$ cat config.mk
export PLATFORM = sky130hd
export DESIGN_NAME = riscv_fetch_fifo
export DESIGN_NICKNAME = d
export VERILOG_FILES = /design/src/rtl/riscv_fetch_fifo.sv
export SDC_FILE = /design/constraint.sdc
export NUM_CORES = 1
export LEC_CHECK = 0
export ABC_AREA = 0
export CORE_ASPECT_RATIO = 0.7
export CORE_MARGIN = 3
export CORE_UTILIZATION = 59
export CTS_CLUSTER_DIAMETER = 120
export DETAILED_ROUTE_END_ITERATION = 8
export PLACE_DENSITY = 0.85
export SETUP_SLACK_MARGIN = 0.3
export SLEW_MARGIN = 40
export SYNTH_ARGS = -nofsm -noshare
export SYNTH_HDL_FRONTEND = slang
export SYNTH_SLANG_ARGS = --single-unit
$ cat constraint.sdc
create_clock -name clk -period 13 [get_ports clk]
set_input_delay 1.95 -clock clk [delete_from_list [all_inputs] [get_ports clk]]
set_output_delay 1.95 -clock clk [all_outputs]
set_load 0.01 [all_outputs]
$ cat src/rtl/riscv_fetch_fifo.sv
// Instruction prefetch buffer: drives a single-outstanding req/gnt/rvalid memory
// port and queues {address, word} pairs for the decode stage; branches flush it.
module riscv_fetch_fifo #(
    parameter int unsigned DEPTH = 3
) (
    input  logic        clk,
    input  logic        rst,
    input  logic        req_i,
    input  logic        branch_i,
    input  logic [31:0] addr_i,
    input  logic        ready_i,
    output logic        valid_o,
    output logic [31:0] rdata_o,
    output logic [31:0] addr_o,
    output logic        instr_req_o,
    output logic [31:0] instr_addr_o,
    input  logic        instr_gnt_i,
    input  logic        instr_rvalid_i,
    input  logic [31:0] instr_rdata_i,
    output logic        busy_o
);

    localparam int unsigned CW = $clog2(DEPTH + 1);
    localparam int unsigned IW = (DEPTH > 1) ? $clog2(DEPTH) : 1;

    typedef enum logic [1:0] {
        IDLE,
        WAIT_GNT,
        WAIT_RVALID,
        WAIT_ABORTED
    } state_e;

    state_e        state_q, state_d;
    logic [CW-1:0] count_q, count_d;
    logic [31:0]   fetch_addr_q;
    logic [31:0]   pend_addr_q;
    logic [31:0]   ent_addr_q [DEPTH];
    logic [31:0]   ent_data_q [DEPTH];

    logic [31:0]   branch_addr;
    logic [CW-1:0] eff_cnt;
    logic          room0, room1;
    logic          push, pop, req, decide;
    logic [IW-1:0] wr_idx;

    assign branch_addr  = {addr_i[31:2], 2'b00};
    assign instr_addr_o = branch_i ? branch_addr : fetch_addr_q;
    assign eff_cnt      = branch_i ? '0 : count_q;
    assign room0        = 32'(eff_cnt) < DEPTH;
    // With data landing this cycle, one more slot must stay free for the new request.
    assign room1        = (32'(eff_cnt) + 32'd1) < DEPTH;

    assign valid_o     = (count_q != '0);
    assign rdata_o     = ent_data_q[0];
    assign addr_o      = ent_addr_q[0];
    assign busy_o      = (state_q != IDLE);
    assign instr_req_o = req;

    assign push   = instr_rvalid_i && (state_q == WAIT_RVALID) && !branch_i;
    assign pop    = valid_o && ready_i && !branch_i;
    assign wr_idx = IW'(pop ? count_q - CW'(1) : count_q);
    assign decide = (state_q == IDLE) || (state_q == WAIT_GNT) || instr_rvalid_i;

    always_comb begin
        state_d = state_q;
        req     = 1'b0;
        case (state_q)
            IDLE:         req = req_i && room0;
            WAIT_GNT:     req = 1'b1;
            WAIT_RVALID: begin
                if (instr_rvalid_i) begin
                    req = req_i && (branch_i ? room0 : room1);
                end else if (branch_i) begin
                    state_d = WAIT_ABORTED;
                end
            end
            WAIT_ABORTED: begin
                if (instr_rvalid_i) begin
                    req = req_i && room0;
                end
            end
            default:      req = 1'b0;
        endcase
        if (decide) begin
            if (req) begin
                state_d = instr_gnt_i ? WAIT_RVALID : WAIT_GNT;
            end else begin
                state_d = IDLE;
            end
        end
    end

    always_comb begin
        count_d = count_q;
        if (branch_i) begin
            count_d = '0;
        end else if (push && !pop) begin
            count_d = count_q + CW'(1);
        end else if (pop && !push) begin
            count_d = count_q - CW'(1);
        end
    end

    always_ff @(posedge clk or posedge rst) begin
        if (rst) begin
            state_q      <= IDLE;
            fetch_addr_q <= '0;
            pend_addr_q  <= '0;
        end else begin
            state_q <= state_d;
            if (req && instr_gnt_i) begin
                fetch_addr_q <= instr_addr_o + 32'd4;
                pend_addr_q  <= instr_addr_o;
            end else if (branch_i) begin
                fetch_addr_q <= branch_addr;
            end
        end
    end

    always_ff @(posedge clk or posedge rst) begin
        if (rst) begin
            count_q <= '0;
            for (int unsigned i = 0; i < DEPTH; i++) begin
                ent_addr_q[IW'(i)] <= '0;
                ent_data_q[IW'(i)] <= '0;
            end
        end else begin
            count_q <= count_d;
            if (!branch_i) begin
                if (pop) begin
                    for (int unsigned i = 0; i + 1 < DEPTH; i++) begin
                        ent_addr_q[IW'(i)] <= ent_addr_q[IW'(i + 1)];
                        ent_data_q[IW'(i)] <= ent_data_q[IW'(i + 1)];
                    end
                end
                if (push) begin
                    ent_addr_q[wr_idx] <= pend_addr_q;
                    ent_data_q[wr_idx] <= instr_rdata_i;
                end
            end
        end
    end

endmodule

==> results.py, run 1 <==
metrics = {
    "critical_path": {
        "arrival_ps": 3850,
        "end_kind": "primary output",
        "start_kind": "primary input",
        "path_cells": "buf_2 > buf_6 > nor2b_1 > o22ai_2 > a21oi_1 > nor2_1 > clkdlybuf4s50_1",
        "crit_type": "primary input to primary output",
        "cp_slowest_cell": "clkdlybuf4s50_1",
        "max_stage_delay_ps": 560,
        "required_ps": 11050,
        "cp_max_fo": 74,
    },
    "finish": {
        "final_cells": 1389,
        "n_fill_cell": 1410,
        "areaGrowthSynthToFinish_pct": 18.24,
        "drive_gt1_frac": 0.2484,
        "layout_commonest_cell": "dfrtp_1",
        "layout_common_cells": "dfrtp_1, clkdlybuf4s50_1, nand2b_1, o221a_2, mux2_2",
        "n_antenna_cell": 0,
        "nets": 1175,
    },
    "power": {
        "vdd_drop_max_v": 0.0001400,
        "comb_power_share": 0.350,
        "p_int_uw": 2204,
        "switching_power_uw": 973.4,
        "power_density_nw_per_um2": 220.5,
        "p_sw_frac": 0.3064,
        "power_uw": 3177,
        "p_seq_frac": 0.429,
        "power_leakage_uw": 0.006052,
        "clockPowerShare": 0.221,
    },
    "synthesis": {
        "ys_seq_area_frac": 0.5338,
        "ys_warn_count": 0,
        "synth_cell_type_count": 52,
        "synth_ff_type": "dfrtp_1",
        "synthCells": 1020,
        "synth-seq-cells": 260,
        "synthArstFlopShare": 1.000,
        "syn_area_per_cell_um2": 11.95,
        "syn-num-nets": 1093,
        "syn_area_um2": 12190,
        "synth-edff-count": 0,
    },
    "clock_tree": {
        "h-tree-depth": 1,
        "cts.reportedPaths.clkPinSlew_ps": 60,
        "cts_hold_buf": 0,
        "postCtsSetupRepairBufs": 0,
        "cts_buffer_depth": 3,
        "cts_tree": "built",
        "cts-root-buf": "clkbuf_16",
        "ctsResizeCount": 0,
        "cts_buffers": 25,
        "cts.sinks": 260,
        "insertion_delay_ps": 520,
    },
    "grt": {
        "antenna_found_initial": 0,
        "grt.total_usage": 0.2523,
        "first_global_vias": 8471,
        "grt_start_max_net_pins": 114,
        "grt-ovfl-total": 0,
        "grt_pass1_wl_um": 46000,
    },
    "routing": {
        "dr_total_vias": 8414,
        "antenna_left": 0,
        "drtPass1Iterations": 5,
        "viasPerCell": 6.058,
        "drt-initial-drc-count": 709,
        "wirelength_um": 28180,
        "wl_per_cell_um": 20.29,
        "drc": 0,
    },
    "die": {
        "dieArea_um2": 22450,
        "die_w_um": 177.8,
        "num_io_pins": 170,
        "die_height_um": 126.3,
        "start_util": 0.6090,
        "rows": 43,
        "coreArea_um2": 20010,
    },
    "timing": {
        "rsz0062_at_grt": "false",
        "fin_hold_ws_ps": 493.9,
        "tightest_slew_ps": 831.4,
        "fin_crit_sh": 0.4462,
        "fin_crit_ps": 5800,
        "slew_violations": 0,
        "worst_slack_ps": 7200,
        "finalHoldViolCount": 0,
        "maxSlewHeadroom": 0.4457,
        "setup-tns-final_ps": 0,
        "finalSetupViolCount": 0,
        "skew_ps": 10.85,
        "max_freq_mhz": 172.4,
    },
    "placement": {
        "hpwl_um": 17650,
        "dpl_worst_slack_ps": 7061,
        "portBuffers": 167,
        "dp.cells": 1344,
        "gp_routability_congestion": 0.8743,
    },
    "min_path": {
        "hold_path.class": "flip-flop to flip-flop",
    },
    "status": {
        "status": "completed",
    },
    "flow_run": {
        "maxCapViolations": 0,
    },
}
final timing paths:
path | from | endpoint | slack, ps | cells past startpoint
worst max-delay path | branch_i | instr_req_o | 7200 | 7
worst min-delay path | flip-flop | flip-flop | 490 | 1
worst max register to register | count_q[0] | flip-flop | 9530 | 7
worst min register to register | flip-flop | flip-flop | 490 | 1
max in group asynchronous | rst | fetch_addr_q[24] | 9560 | 4
min in group asynchronous | rst | rdata_o[8] | 1890 | 2
critical path, delay by kind of cell:
kind	cells	cell delay, ps
buffers and inverters	3	1120
AOI/OAI and AO/OA	2	460
and+or+nand+nor	2	280
power groups by stage:
stage	Combinational, µW	Clock (µW)	Sequential, µW
2_1_floorplan	869	0	1290
3_3_place_gp	1080	0	1350
3_5_place_dp	1120	0	1360
4_1_cts	1120	714	1360
5_1_grt	1210	748	1400
6_report	1110	702	1360
cell usage after synthesis (10+ instances only):
cell type    n  area [µm²]
nand3_1     19       95.09
xnor2_1     25       219.0
mux2_2      77       867.1
nand4_1     10       62.56
mux2i_1     17       170.2
a21oi_1     26       130.1
dfrtp_1    260        6506
nor4_1      12       75.07
clkbuf_1    34       127.6
nand2_1     22       82.58
inv_1       25       93.84
buf_4       65       488.0
buf_2       17       85.08
o221a_2    128        1441
nor2_1      63       236.5
nand2b_1   130       813.3
kinds of logic after synthesis:
group           share of synthesized area
flops                              0.5338
mux                               0.08510
buf+inv                           0.07083
xor+xnor                          0.02228
compound gates                     0.1488
fa+ha+maj                        0.002053
simple gates                       0.1372
area by class of cell:
class	instances	area (µm²)	area share
clock buffer	37	720.7	0.05001
clock inverter	7	66.31	0.004602
inverter	27	113.9	0.007901
multi-input combinational	607	4877	0.3384
sequential	260	6506	0.4515
tap	270	337.8	0.02344
timing repair buffer	181	1789	0.1242
per-layer routing:
layer  wire (µm)  vias up  global-route usage
met2       13160      299              0.3930
met5           0        -                   0
met4         539        0             0.06091
met3        1508       43             0.03225
li1            -     3797                   -
met1       12980     4275              0.3803
per-stage QoR:
stage | util | area [µm²]
2_1_floorplan | - | 12190
3_3_place_gp | 0.6789 | 13590
3_5_place_dp | 0.6800 | 13610
4_1_cts | 0.7194 | 14400
5_1_grt | 0.7201 | 14410
6_report | 0.7201 | 14410
No activity file was read; power rests on OpenSTA's default activity.
==> run 2: changes to the inputs <==
CORE_UTILIZATION = 50   (was 59)
PLACE_DENSITY = 0.77   (was 0.85)
clock period = 5.1 ns   (was 13 ns; I/O delays follow)
==> run 2 against run 1 <==
  * Sequential power increased to 2.5 times the previous value
  * Register-to-register slack worse by 7400 ps
  * Critical path depth shrank 2
  * Sequential share of layout area shrank 0.83 points
  * Global-route usage down 3.1 points
  * Non-clock buffer count rose by 10
  * Routed wire length is 2.5% higher
==> results.py, run 2 (synthesized netlist as in run 1, its figures left out) <==
metrics = {
    "status": {
        "status": "completed",
    },
    "grt": {
        "grt_pass1_wl_um": 46450,
        "grt_start_max_net_pins": 100,
        "grt.total_usage": 0.2209,
        "antenna_found_initial": 0,
        "first_global_vias": 8503,
        "grt-ovfl-total": 0,
    },
    "clock_tree": {
        "cts-root-buf": "clkbuf_16",
        "cts_buffer_depth": 3,
        "cts.sinks": 260,
        "cts_hold_buf": 0,
        "postCtsSetupRepairBufs": 0,
        "h-tree-depth": 1,
        "cts.reportedPaths.clkPinSlew_ps": 60,
        "cts_tree": "built",
        "cts_buffers": 26,
        "insertion_delay_ps": 520,
        "ctsResizeCount": 0,
    },
    "timing": {
        "max_freq_mhz": 292.8,
        "slew_violations": 0,
        "tightest_slew_ps": 752.3,
        "fin_crit_ps": 3415,
        "maxSlewHeadroom": 0.4985,
        "rsz0062_at_grt": "false",
        "finalSetupViolCount": 0,
        "fin_crit_sh": 0.6697,
        "skew_ps": 11.65,
        "finalHoldViolCount": 0,
        "setup-tns-final_ps": 0,
    },
    "power": {
        "power_uw": 8270,
        "power_density_nw_per_um2": 563.3,
        "power_leakage_uw": 0.006163,
        "vdd_drop_max_v": 0.0002936,
    },
    "die": {
        "dieArea_um2": 26320,
        "coreArea_um2": 23820,
        "die_height_um": 136.6,
        "die_w_um": 192.6,
        "num_io_pins": 170,
        "rows": 47,
        "start_util": 0.5117,
    },
    "routing": {
        "drc": 0,
        "antenna_left": 0,
        "drtPass1Iterations": 6,
        "drt-initial-drc-count": 614,
        "wirelength_um": 28880,
        "dr_total_vias": 8410,
        "wl_per_cell_um": 19.90,
        "viasPerCell": 5.796,
    },
    "critical_path": {
        "ff2ff_setup_slack_ps": 2170,
        "crit_type": "primary input to primary output",
        "arrival_ps": 2650,
        "cp_max_fo": 47,
        "r2r-end": "ent_data_q[36]",
        "reg2reg_depth": 7,
        "rr_startpoint": "count_q[0]",
        "required_ps": 4340,
        "end_kind": "primary output",
        "start_kind": "primary input",
    },
    "finish": {
        "multi_input_area_um2": 4877,
        "nets": 1186,
        "drive_gt1_frac": 0.2604,
        "layout_common_cells": "dfrtp_1, clkdlybuf4s50_1, nand2b_1, o221a_2, mux2_2",
        "layout_commonest_cell": "dfrtp_1",
        "ff_latch_area_um2": 6506,
        "areaGrowthSynthToFinish_pct": 20.47,
        "n_fill_cell": 1890,
        "stdcell_area_um2": 14680,
        "n_antenna_cell": 0,
    },
    "min_path": {
        "hold_path_depth": 1,
        "hold_path.class": "flip-flop to flip-flop",
    },
    "placement": {
        "gp_routability_congestion": 0.8853,
        "placed_area_um2": 13790,
        "hpwl_um": 18480,
        "portBuffers": 167,
    },
    "flow_run": {
        "maxCapViolations": 0,
    },
}
==> run 2: changes by cell type in the layout (fill, tap and decap cells not counted), moves of 2 or more <==
cell       previous run  this run
clkbuf_1              7         4
clkbuf_16            25        27
buf_6                 2         0
buf_12                1         3
buf_4                10        20
clkinv_2              4         7
==> run 2: critical path, stage by stage <==
cell and delay (ps):
buf_4 460, buf_4 350, mux2i_1 490, inv_1 80
clkdlybuf4s50_1 490
==> run 2: area by class of cell <==
cell class / count / share of cell area
multi-input cells: 607 / 0.3322
well taps: 318 / 0.02710
clock inverters: 11 / 0.008095
inverters: 27 / 0.007158
repair buffers: 191 / 0.1297
clock buffers: 37 / 0.05266
flip-flops and latches: 260 / 0.4431
==> run 2: routing by layer <==
layer | routed length, µm | vias to the layer above | GRT usage
met5 | 0 | - | 0
met4 | 539 | 0 | 0.05095
met3 | 1648 | 40 | 0.04147
met2 | 13450 | 232 | 0.3465
met1 | 13240 | 4326 | 0.3212
li1 | - | 3812 | -
==> run 2: worst max-delay path by stage <==
stage / start / end
floorplan: rst / async pin
global placement: branch_i / instr_addr_o[24]
detailed placement: branch_i / instr_addr_o[24]
CTS: branch_i / instr_addr_o[24]
global route: branch_i / instr_addr_o[20]
finish: branch_i / instr_addr_o[20]
==> run 2: where the power goes <==
| group | internal, µW | switching (µW) | leakage [µW] |
|---|---|---|---|
| clock | 1160 | 796 | 0.000443 |
| sequential | 2910 | 545 | 0.00314 |
| combinational | 1700 | 1160 | 0.00258 |
==> run 2: through the flow <==
stage / cells / hold slack (ps) / setup slack (ps) / utilization
after floorplan: 1020 / 470.0 / 907.4 / -
after global placement: 1401 / 477.1 / 1352 / 0.5776
after detailed placement: 1402 / 483.6 / 1628 / 0.5788
after CTS: 1450 / 497.2 / 1632 / 0.6163
after global routing: 1451 / 500.1 / 1532 / 0.6165
final: 1451 / 492.9 / 1685 / 0.6165
==> run 3: changes to the inputs <==
CORE_UTILIZATION = 55   (was 50)
PLACE_DENSITY = 0.8   (was 0.77)
clock period = 3.2 ns   (was 5.1 ns; I/O delays follow)
==> run 3 against run 2 <==
  * Final area grew 0.64%
  * Hold slack lost 140 ps
  * Clock power grew 59%
  * Die area shrank 8.8%
  * Sequential power grew 61%
  * Critical path depth is the same
  * Critical path type is now flip-flop to primary output
==> results.py, run 3 (synthesized netlist as in run 1, its figures left out) <==
metrics = {
    "finish": {
        "final_cells": 1421,
        "ff_latch_area_um2": 6506,
        "layout_common_cells": "dfrtp_1, clkdlybuf4s50_1, nand2b_1, o221a_2, mux2_2",
        "post-route-util": 0.6954,
        "layout_commonest_cell": "dfrtp_1",
        "multi_input_area_um2": 4877,
        "nets": 1200,
        "n_antenna_cell": 0,
        "n_fill_cell": 1507,
        "areaGrowthSynthToFinish_pct": 21.24,
        "drive_gt1_frac": 0.2699,
    },
    "timing": {
        "slew_violations": 0,
        "finalHoldViolCount": 0,
        "worst_slack_ps": 433.2,
        "maxSlewHeadroom": 0.6422,
        "fin_crit_ps": 2767,
        "fin_crit_sh": 0.8646,
        "max_freq_mhz": 361.4,
        "rsz0062_at_grt": "false",
        "tightest_slew_ps": 521.8,
        "finalSetupViolCount": 0,
        "skew_ps": 11.01,
    },
    "clock_tree": {
        "cts_tree": "built",
        "cts_buffer_depth": 3,
        "cts.reportedPaths.clkPinSlew_ps": 60,
        "insertion_delay_ps": 520,
        "postCtsSetupRepairBufs": 0,
        "cts_buffers": 25,
        "h-tree-depth": 1,
        "ctsResizeCount": 0,
        "cts-root-buf": "clkbuf_16",
        "cts.sinks": 260,
        "cts_hold_buf": 0,
    },
    "routing": {
        "drtPass1Iterations": 5,
        "wl_per_cell_um": 20.59,
        "drt-initial-drc-count": 738,
        "antenna_left": 0,
        "drc": 0,
        "dr_total_vias": 8524,
        "wirelength_um": 29250,
        "viasPerCell": 5.999,
    },
    "die": {
        "die_height_um": 130.5,
        "start_util": 0.5735,
        "rows": 44,
        "coreArea_um2": 21250,
        "num_io_pins": 170,
        "die_w_um": 183.9,
        "dieArea_um2": 24010,
    },
    "flow_run": {
        "maxCapViolations": 0,
    },
    "power": {
        "vdd_drop_max_v": 0.0006076,
        "power_leakage_uw": 0.006256,
        "power_density_nw_per_um2": 899.0,
    },
    "grt": {
        "grt.total_usage": 0.2443,
        "grt_pass1_wl_um": 47300,
        "antenna_found_initial": 0,
        "grt-ovfl-total": 0,
        "grt_start_max_net_pins": 92,
        "first_global_vias": 8633,
    },
    "placement": {
        "portBuffers": 167,
        "hpwl_um": 19330,
        "dp.cells": 1376,
        "dpl_worst_slack_ps": 499.9,
        "gp_routability_congestion": 0.8627,
    },
    "critical_path": {
        "start_kind": "flip-flop",
        "arrival_ps": 2290,
        "required_ps": 2720,
        "end_kind": "primary output",
        "cp_max_fo": 6,
        "crit_type": "flip-flop to primary output",
    },
    "status": {
        "status": "completed",
    },
    "min_path": {
        "hold_path.class": "primary input to async pin",
    },
}
-- run 3: worst paths after layout --
check	startpoint	depth (start not counted)	to	slack, ps
worst max register to register	count_q[0]	7	flip-flop	590
min in group clk	branch_i	2	count_q[0]	440
worst max-delay path	count_q[1]	5	instr_req_o	430
max in group asynchronous	rst	3	rdata_o[30]	2010
worst min-delay path	rst	2	addr_o[24]	360
worst min register to register	flip-flop	1	flip-flop	500
-- run 3: worst max-delay path: stages, from the launching register on --
cell             delay, ps
dfrtp_1                450
nor2b_1                180
o22ai_2                310
a21oi_1                120
nor2_1                 150
clkdlybuf4s50_1        570
-- run 3: where the power goes --
part	switching (µW)	leakage, µW	internal [µW]
clock	1250	0.000438	1860
combinational	1850	0.00268	2760
sequential	927	0.00314	4640
-- run 3: stage by stage --
stage / power [µW] / setup TNS, ps / hold slack [ps] / instance area (µm²)
after floorplan: 8764 / -183970 / 470.0 / 12190
after global placement: 9999 / 0 / 477.3 / 13880
after detailed placement: 10200 / 0 / 483.9 / 13900
after CTS: 13370 / 0 / 356.8 / 14780
after global routing: 14010 / 0 / 392.4 / 14780
final: 13280 / 0 / 357.5 / 14780
-- run 3: cell type report --
class                      instances  area share
multi-input combinational        607      0.3301
sequential                       260      0.4403
timing repair buffer             206      0.1401
inverter                          27    0.007113
clock inverter                    10    0.008721
tap                              276     0.02337
clock buffer                      35     0.05030
-- run 3: layer usage --
metal  vias to the layer above  track usage  routed length (µm)
met4                         0      0.05509                 587
met5                         -            0                   0
met3                        40      0.03985                1674
li1                       3855            -                   -
met1                      4349       0.3613               13630
met2                       280       0.3857               13360
